$ cat src/rtl/priority_resolver_control_pkg.sv
// Shared definitions for the 8259A-style priority resolver.
// Contents:
//   state_e        - acknowledge sequencer states
//   NUM_IR         - number of interrupt lines
//   SPURIOUS_LEVEL - level reported when INTA finds no valid request
//   rotate_level() - priority rank of a level (0 = highest) for a given
//                    lowest-priority pointer
package pic_pkg;

  localparam int          NUM_IR         = 8;
  localparam logic [2:0]  SPURIOUS_LEVEL = 3'd7;

  typedef enum logic [1:0] {
    IDLE = 2'd0,
    ACK1 = 2'd1,
    ACK2 = 2'd2
  } state_e;

  // The level just after the lowest-priority one ranks 0. Modulo-8
  // wrap comes for free from 3-bit arithmetic.
  function automatic logic [2:0] rotate_level(input logic [2:0] level,
                                              input logic [2:0] lowest);
    return level - lowest - 3'd1;
  endfunction

endpackage

$ cat src/rtl/priority_resolver_control_if.sv
// Bus bundle between the request register / control logic (master) and
// the priority resolver (slave).
// Master drives: interrupt_req_reg, interrupt_mask, inta, eoi_cmd,
//   eoi_specific, eoi_level, rotate_on_eoi, auto_eoi, vector_base.
// Slave drives: int_out, freeze, clear_ir_line, in_service_reg,
//   vector_out, vector_valid.
interface priority_resolver_control_if;
  import pic_pkg::*;

  logic [NUM_IR-1:0] interrupt_req_reg;
  logic [NUM_IR-1:0] interrupt_mask;
  logic              inta;
  logic              eoi_cmd;
  logic              eoi_specific;
  logic [2:0]        eoi_level;
  logic              rotate_on_eoi;
  logic              auto_eoi;
  logic [4:0]        vector_base;
  logic              int_out;
  logic              freeze;
  logic [NUM_IR-1:0] clear_ir_line;
  logic [NUM_IR-1:0] in_service_reg;
  logic [7:0]        vector_out;
  logic              vector_valid;

  modport master (
    output interrupt_req_reg, interrupt_mask, inta, eoi_cmd, eoi_specific,
           eoi_level, rotate_on_eoi, auto_eoi, vector_base,
    input  int_out, freeze, clear_ir_line, in_service_reg, vector_out,
           vector_valid
  );

  modport slave (
    input  interrupt_req_reg, interrupt_mask, inta, eoi_cmd, eoi_specific,
           eoi_level, rotate_on_eoi, auto_eoi, vector_base,
    output int_out, freeze, clear_ir_line, in_service_reg, vector_out,
           vector_valid
  );
endinterface

$ cat src/rtl/priority_resolver_control_rotating_priority_encoder.sv
// Combinational find-first-set in rotated priority order.
// Ports:
//   req             - request vector (bit n = level n)
//   lowest_priority - level with the lowest priority; lowest+1 is highest
//   level           - highest-priority set level (0 when none)
//   valid           - at least one bit of req is set
module rotating_priority_encoder
  import pic_pkg::*;
(
  input  logic [NUM_IR-1:0] req,
  input  logic [2:0]        lowest_priority,
  output logic [2:0]        level,
  output logic              valid
);

  logic [2:0] idx;

  // Scan from lowest to highest priority so the last hit is the winner.
  always_comb begin
    // NOTE: every combinational output gets a default first so no path
    // leaves it unassigned, which would otherwise infer a latch.
    level = '0;
    valid = 1'b0;
    idx   = '0;
    for (int i = NUM_IR - 1; i >= 0; i--) begin
      idx = lowest_priority + 3'd1 + 3'(i);
      if (req[idx]) begin
        level = idx;
        valid = 1'b1;
      end
    end
  end

endmodule

$ cat src/rtl/priority_resolver_control.sv
// Priority resolver and acknowledge sequencer of an 8259A-style PIC
// (8086 mode). Masks pending requests, resolves them against the in-service
// register with fully nested priority, raises INT, runs the two-pulse INTA
// sequence and handles EOI / auto-EOI with optional priority rotation.
// Ports:
//   clk   - system clock
//   reset - asynchronous, active-high reset
//   bus   - slave side of priority_resolver_control_if
module priority_resolver_control
  import pic_pkg::*;
(
  input  logic                               clk,
  input  logic                               reset,
  priority_resolver_control_if.slave         bus
);

  state_e            state_q, state_d;
  logic [2:0]        level_q, level_d;
  logic              spurious_q, spurious_d;
  logic [2:0]        lowest_q, lowest_d;
  logic [NUM_IR-1:0] isr_q, isr_d;
  logic              int_out_q, int_out_d;
  logic              freeze_q, freeze_d;
  logic [NUM_IR-1:0] clear_q, clear_d;
  logic [7:0]        vector_q, vector_d;
  logic              vector_valid_q, vector_valid_d;

  logic [NUM_IR-1:0] candidates;
  logic [2:0]        cand_level, isr_level;
  logic              cand_valid, isr_valid, winner_valid;
  logic [NUM_IR-1:0] isr_set, aeoi_clr, eoi_clr;
  logic              eoi_named;
  logic [2:0]        eoi_lvl;

  assign candidates = bus.interrupt_req_reg & ~bus.interrupt_mask;

  rotating_priority_encoder u_cand_enc (
    .req             (candidates),
    .lowest_priority (lowest_q),
    .level           (cand_level),
    .valid           (cand_valid)
  );

  rotating_priority_encoder u_isr_enc (
    .req             (isr_q),
    .lowest_priority (lowest_q),
    .level           (isr_level),
    .valid           (isr_valid)
  );

  // Fully nested: a request must outrank every level already in service.
  assign winner_valid = cand_valid &&
    (!isr_valid || (rotate_level(cand_level, lowest_q) <
                    rotate_level(isr_level, lowest_q)));

  always_comb begin
    state_d        = state_q;
    level_d        = level_q;
    spurious_d     = spurious_q;
    lowest_d       = lowest_q;
    int_out_d      = 1'b0;
    freeze_d       = freeze_q;
    clear_d        = '0;
    vector_d       = vector_q;
    vector_valid_d = 1'b0;
    isr_set        = '0;
    aeoi_clr       = '0;
    eoi_clr        = '0;
    eoi_named      = 1'b0;
    eoi_lvl        = '0;

    unique case (state_q)
      IDLE: begin
        int_out_d = winner_valid;
        if (bus.inta) begin
          state_d   = ACK1;
          freeze_d  = 1'b1;
          int_out_d = 1'b0;
          if (winner_valid) begin
            level_d    = cand_level;
            spurious_d = 1'b0;
            isr_set    = 8'b1 << cand_level;
            clear_d    = 8'b1 << cand_level;
          end else begin
            level_d    = SPURIOUS_LEVEL;
            spurious_d = 1'b1;
          end
        end
      end
      ACK1: begin
        if (bus.inta) begin
          state_d        = ACK2;
          vector_d       = {bus.vector_base, level_q};
          vector_valid_d = 1'b1;
          freeze_d       = 1'b0;
          if (bus.auto_eoi && !spurious_q) begin
            aeoi_clr = 8'b1 << level_q;
            if (bus.rotate_on_eoi) lowest_d = level_q;
          end
        end
      end
      ACK2:    state_d = IDLE;
      default: state_d = IDLE;
    endcase

    // EOI looks at the pre-cycle ISR; an explicit EOI rotation overrides
    // an auto-EOI rotation in the same cycle.
    if (bus.eoi_cmd) begin
      if (bus.eoi_specific) begin
        eoi_clr   = 8'b1 << bus.eoi_level;
        eoi_named = 1'b1;
        eoi_lvl   = bus.eoi_level;
      end else if (isr_valid) begin
        eoi_clr   = 8'b1 << isr_level;
        eoi_named = 1'b1;
        eoi_lvl   = isr_level;
      end
      if (eoi_named && bus.rotate_on_eoi) lowest_d = eoi_lvl;
    end

    // A set on the same bit as a clear wins.
    isr_d = (isr_q & ~eoi_clr & ~aeoi_clr) | isr_set;
  end

  always_ff @(posedge clk or posedge reset) begin
    // NOTE: state registers use non-blocking assignments so every flop
    // samples the pre-edge values, independent of statement order.
    if (reset) begin
      state_q        <= IDLE;
      level_q        <= '0;
      spurious_q     <= 1'b0;
      lowest_q       <= 3'd7;
      isr_q          <= '0;
      int_out_q      <= 1'b0;
      freeze_q       <= 1'b0;
      clear_q        <= '0;
      vector_q       <= '0;
      vector_valid_q <= 1'b0;
    end else begin
      state_q        <= state_d;
      level_q        <= level_d;
      spurious_q     <= spurious_d;
      lowest_q       <= lowest_d;
      isr_q          <= isr_d;
      int_out_q      <= int_out_d;
      freeze_q       <= freeze_d;
      clear_q        <= clear_d;
      vector_q       <= vector_d;
      vector_valid_q <= vector_valid_d;
    end
  end

  assign bus.int_out        = int_out_q;
  assign bus.freeze         = freeze_q;
  assign bus.clear_ir_line  = clear_q;
  assign bus.in_service_reg = isr_q;
  assign bus.vector_out     = vector_q;
  assign bus.vector_valid   = vector_valid_q;

endmodule
$ cat src/flat_wrapper.sv
// flat-port wrapper written by rule: the top's interface ports become plain ports
module priority_resolver_control_flat import pic_pkg::*;
  (clk, reset, bus_interrupt_req_reg, bus_interrupt_mask, bus_inta, bus_eoi_cmd, bus_eoi_specific, bus_eoi_level, bus_rotate_on_eoi, bus_auto_eoi, bus_vector_base, bus_int_out, bus_freeze, bus_clear_ir_line, bus_in_service_reg, bus_vector_out, bus_vector_valid);
  priority_resolver_control_if bus_i ();
  input  logic clk;
  input  logic reset;
  input wire logic [$bits(bus_i.interrupt_req_reg)-1:0] bus_interrupt_req_reg;
  input wire logic [$bits(bus_i.interrupt_mask)-1:0] bus_interrupt_mask;
  input wire logic [$bits(bus_i.inta)-1:0] bus_inta;
  input wire logic [$bits(bus_i.eoi_cmd)-1:0] bus_eoi_cmd;
  input wire logic [$bits(bus_i.eoi_specific)-1:0] bus_eoi_specific;
  input wire logic [$bits(bus_i.eoi_level)-1:0] bus_eoi_level;
  input wire logic [$bits(bus_i.rotate_on_eoi)-1:0] bus_rotate_on_eoi;
  input wire logic [$bits(bus_i.auto_eoi)-1:0] bus_auto_eoi;
  input wire logic [$bits(bus_i.vector_base)-1:0] bus_vector_base;
  output wire logic [$bits(bus_i.int_out)-1:0] bus_int_out;
  output wire logic [$bits(bus_i.freeze)-1:0] bus_freeze;
  output wire logic [$bits(bus_i.clear_ir_line)-1:0] bus_clear_ir_line;
  output wire logic [$bits(bus_i.in_service_reg)-1:0] bus_in_service_reg;
  output wire logic [$bits(bus_i.vector_out)-1:0] bus_vector_out;
  output wire logic [$bits(bus_i.vector_valid)-1:0] bus_vector_valid;
  assign bus_i.interrupt_req_reg = bus_interrupt_req_reg;
  assign bus_i.interrupt_mask = bus_interrupt_mask;
  assign bus_i.inta = bus_inta;
  assign bus_i.eoi_cmd = bus_eoi_cmd;
  assign bus_i.eoi_specific = bus_eoi_specific;
  assign bus_i.eoi_level = bus_eoi_level;
  assign bus_i.rotate_on_eoi = bus_rotate_on_eoi;
  assign bus_i.auto_eoi = bus_auto_eoi;
  assign bus_i.vector_base = bus_vector_base;
  assign bus_int_out = bus_i.int_out;
  assign bus_freeze = bus_i.freeze;
  assign bus_clear_ir_line = bus_i.clear_ir_line;
  assign bus_in_service_reg = bus_i.in_service_reg;
  assign bus_vector_out = bus_i.vector_out;
  assign bus_vector_valid = bus_i.vector_valid;
  priority_resolver_control u_core (.clk(clk), .reset(reset), .bus(bus_i));
endmodule
$ cat config.mk
export PLATFORM = sky130hd
export DESIGN_NAME = priority_resolver_control_flat
export DESIGN_NICKNAME = d
export VERILOG_FILES = /design/src/rtl/priority_resolver_control_pkg.sv /design/src/rtl/priority_resolver_control_if.sv /design/src/rtl/priority_resolver_control_rotating_priority_encoder.sv /design/src/rtl/priority_resolver_control.sv /design/src/flat_wrapper.sv
export SDC_FILE = /design/constraint.sdc
export NUM_CORES = 1
export LEC_CHECK = 0
export ABC_CLOCK_PERIOD_IN_PS = 6400
export CORE_MARGIN = 5
export CORE_UTILIZATION = 45
export CTS_CLUSTER_DIAMETER = 120
export DETAILED_ROUTE_END_ITERATION = 10
export GPL_ROUTABILITY_DRIVEN = 0
export PLACE_DENSITY = 0.72
export SYNTH_ARGS = -nofsm -noshare
export SYNTH_HDL_FRONTEND = slang
export SYNTH_HIERARCHICAL = 1
export SYNTH_SLANG_ARGS = --single-unit
$ cat constraint.sdc
create_clock -name clk -period 6.4 [get_ports clk]
set_input_delay 1.92 -clock clk [delete_from_list [all_inputs] [get_ports clk]]
set_output_delay 1.92 -clock clk [all_outputs]
set_load 0.01 [all_outputs]
==> run_results.csv <==
group,metric,value,unit
global_routing,gr-total-overflow,0,
critical_path,crit_slowest_cell,"mux4_2",
sta,finalSetupViolCount,0,
clock_network,cts_resized,0,
place,port_buffers,57,
critical_path,cp_cell_sequence,"clkdlybuf4s50_1 > nor2b_1 > mux4_2 > mux2_4 > or4_1 > a21oi_1 > o21ai_1 > o311ai_1 > inv_1 > fa_1 > xnor2_1 > xnor2_1 > ha_1 > a211oi_4 > nor2_2 > o41ai_1",
critical_path,critPathLaunchType,"primary input",
clock_network,numCtsBuffers,5,
critical_path,worstPathRequired,6550,ps
global_routing,track_usage,0.189,
detailed_routing,vias_per_cell,6.21,
floorplanning,core_area,7810,sq um
clock_network,clk_pin_slew,80,ps
sta,setup-tns-final,0,ps
global_routing,grt_first_pass_wirelength,15600,um
yosys,synth_ff_type,"dfrtp_1",
critical_path,path_common_cell,"xnor2_1",
detailed_routing,drt-pass1-iter-count,5,
status,status,"completed",
yosys,synth_async_sr_flop_share,1.00,
detailed_routing,num_vias,3429,
clock_network,cts_root_buffer,"clkbuf_8",
sta,timing_hold_violations_final,0,
critical_path,endpoint_kind,"flip-flop",
flow_run,drv_cap,0,
floorplanning,boundaryPins,58,
sta,worst_pin_slew,1040,ps
clock_network,clk_path_buf_depth,2,
place,preCtsSetupSlack,67.4,ps
critical_path,worstSetupPathType,"primary input to flip-flop",
floorplanning,die_area,10000,sq um
hold_path,hold_path.class,"flip-flop to flip-flop",
floorplanning,fp.dieW,100,um
final_layout,instances_no_fill,552,
yosys,avgSynthCellArea,9.19,sq um
yosys,ys_seq_elements,36,
place,dp_hpwl,7140,um
global_routing,grt_pass1_vias,3160,
sta,setup_slack,295,ps
detailed_routing,drt-initial-drc-count,234,
clock_network,insertion_delay,290,ps
clock_network,cts_hold_buf,0,
detailed_routing,drtAntennaViolNets,0,
clock_network,h-tree-depth,2,
yosys,yosysWarnings,6,
yosys,synth_nets,438,
final_layout,fin_nets,490,
detailed_routing,drcViolationCount,0,
floorplanning,initial_core_util,0.467,
critical_path,worstPathArrival,6250,ps
yosys,synthDistinctLibCells,67,
detailed_routing,wl_per_cell,17.3,um
global_routing,antenna_found_initial,0,
clock_network,postCtsSetupRepairBufs,0,
sta,rsz0062_at_grt,"false",
yosys,seq_area_frac_synth,0.248,
sta,fin_crit_sh,0.954,
critical_path,cpPeakStageDelay,560,ps
place,dp.cells,544,
global_routing,grt_max_degree,37,
final_layout,diodes,0,
yosys,netlist_instances,397,
yosys,syn-cell-area,3650,sq um
sta,drv_slew,0,
sta,finClkSkew,5.11,ps
floorplanning,rows,32,
final_layout,layout-drive-gt1-share,0.142,
final_layout,areaGrowthSynthToFinish,19.9,%
sta,min_period,6100,ps
critical_path,cp_max_fo,16,
floorplanning,chipHeight,100,um
sta,relSlewSlack,0.294,
clock_network,cts_tree,"done",
yosys,synth_edf_count,0,
sta,fmax,0.164,GHz
clock_network,cts_sinks,36,
detailed_routing,drt_wl_total,9550,um
final_layout,final_core_util,0.561,
-- synth_stat cells, types with 2 or more instances --
cell / n / area, sq um
nand2_1: 51 / 191
nor2_1: 25 / 93.8
o31ai_1: 6 / 45.0
mux2i_1: 20 / 200
xnor3_2: 2 / 47.6
nor4_1: 10 / 62.6
fa_1: 2 / 40.0
nand2b_1: 12 / 75.1
dfrtp_1: 33 / 826
nor3_1: 16 / 80.1
buf_6: 4 / 45.0
a311o_1: 3 / 30.0
ha_1: 8 / 100
xnor2_1: 6 / 52.6
o21ai_0: 17 / 85.1
a211oi_1: 4 / 30.0
o22a_1: 3 / 26.3
o311ai_0: 3 / 26.3
a311oi_1: 2 / 17.5
xor2_2: 2 / 32.5
nand3_1: 3 / 15.0
or3_1: 4 / 25.0
o41ai_1: 2 / 17.5
nand4_1: 4 / 25.0
a21oi_1: 25 / 125
buf_4: 6 / 45.0
mux2_4: 2 / 30.0
or2_2: 3 / 18.8
nor2b_1: 13 / 81.3
o311ai_1: 2 / 17.5
a41oi_1: 2 / 17.5
xor2_1: 3 / 26.3
o21ai_1: 4 / 20.0
nand4b_1: 3 / 26.3
o2bb2ai_1: 4 / 35.0
o211ai_1: 5 / 37.5
dfstp_2: 3 / 78.8
mux2_2: 8 / 90.1
or4_1: 2 / 15.0
inv_1: 18 / 67.6
a221o_1: 2 / 20.0
buf_2: 3 / 15.0
clkbuf_1: 4 / 15.0
o21a_1: 3 / 22.5
mux4_2: 18 / 405
-- final cells by class --
type,instances,area [sq um]
clock buffer,5,68.8
clock inverter,3,42.5
timing repair buffer,62,608
fill,676,3430
tap,102,128
multi-input combinational,325,2550
inverter,19,73.8
sequential,36,905
-- layout by cell type, fill, tap and decap left out, types with 6 or more instances in the layout --
cell | netlist | routed
mux2_2 | 8 | 8
o31ai_1 | 6 | 6
nor2_1 | 25 | 25
clkdlybuf4s50_1 | 0 | 57
nor4_1 | 10 | 10
dfrtp_1 | 33 | 33
nor3_1 | 16 | 16
nand2b_1 | 12 | 12
a21oi_1 | 25 | 25
o21ai_0 | 17 | 17
mux2i_1 | 20 | 20
xnor2_1 | 6 | 6
nor2b_1 | 13 | 13
mux4_2 | 18 | 18
nand2_1 | 51 | 51
inv_1 | 18 | 18
ha_1 | 8 | 8
-- worst max-delay path: cells and delay by family --
family	cells	cell delay, ps
multiplexers	2	880
XOR/XNOR	2	280
adder cells (fa/ha/maj)	2	720
AO/OA/AOI/OAI	5	1090
buffers and inverters	2	580
AND/OR/NAND/NOR	3	770
-- layer usage --
layer  share of wire  wire [um]  GRT usage  vias to the layer above
li1                -          -          -                     1601
met1            0.44       4170      0.268                     1653
met2            0.48       4590      0.302                      167
met3           0.076        722     0.0361                        8
met4          0.0073         70     0.0394                        0
met5               0          0          0                        -
-- through the flow --
| stage | hold WS (ps) | area (sq um) |
|---|---|---|
| after floorplan | 460 | 3650 |
| after detailed placement | 464 | 4270 |
| after CTS | 485 | 4380 |
| final | 479 | 4380 |
| after global placement | 457 | 4270 |
| after global routing | 521 | 4380 |
-- worst paths after layout --
| kind | to | startpoint | slack (ps) | cells after the start |
|---|---|---|---|---|
| worst min-delay path | u_core/bus.vector_out[5]$_DFFE_PP0P_ | u_core/bus.vector_out[5]$_DFFE_PP0P_ | 480 | 2 |
| max in group asynchronous | u_core/lowest_q[1]$_DFF_PP1_ | reset | 4020 | 3 |
| worst max-delay path | u_core/bus.in_service_reg[0]$_DFF_PP0_ | bus_interrupt_req_reg[5] | 300 | 16 |
| worst min register to register | u_core/bus.vector_out[5]$_DFFE_PP0P_ | u_core/bus.vector_out[5]$_DFFE_PP0P_ | 480 | 2 |
| min in group asynchronous | u_core/bus.vector_valid$_DFF_PP0_ | reset | 2030 | 3 |
| worst max register to register | u_core/bus.in_service_reg[0]$_DFF_PP0_ | u_core/lowest_q[0]$_DFF_PP1_ | 530 | 14 |
-- cell families after synthesis --
kind of cell,count (synthesis),synth area share
adder cells (fa/ha/maj),10,0.0384
multiplexers,48,0.199
buffers and inverters,36,0.0531
AND/OR/NAND/NOR,158,0.234
XOR/XNOR,13,0.0435
flip-flops,36,0.248
AO/OA/AOI/OAI,96,0.184
Power is left out: the tool's default activity adds up to more than one toggle a clock period on the data nets, which glitch-free logic cannot reach.
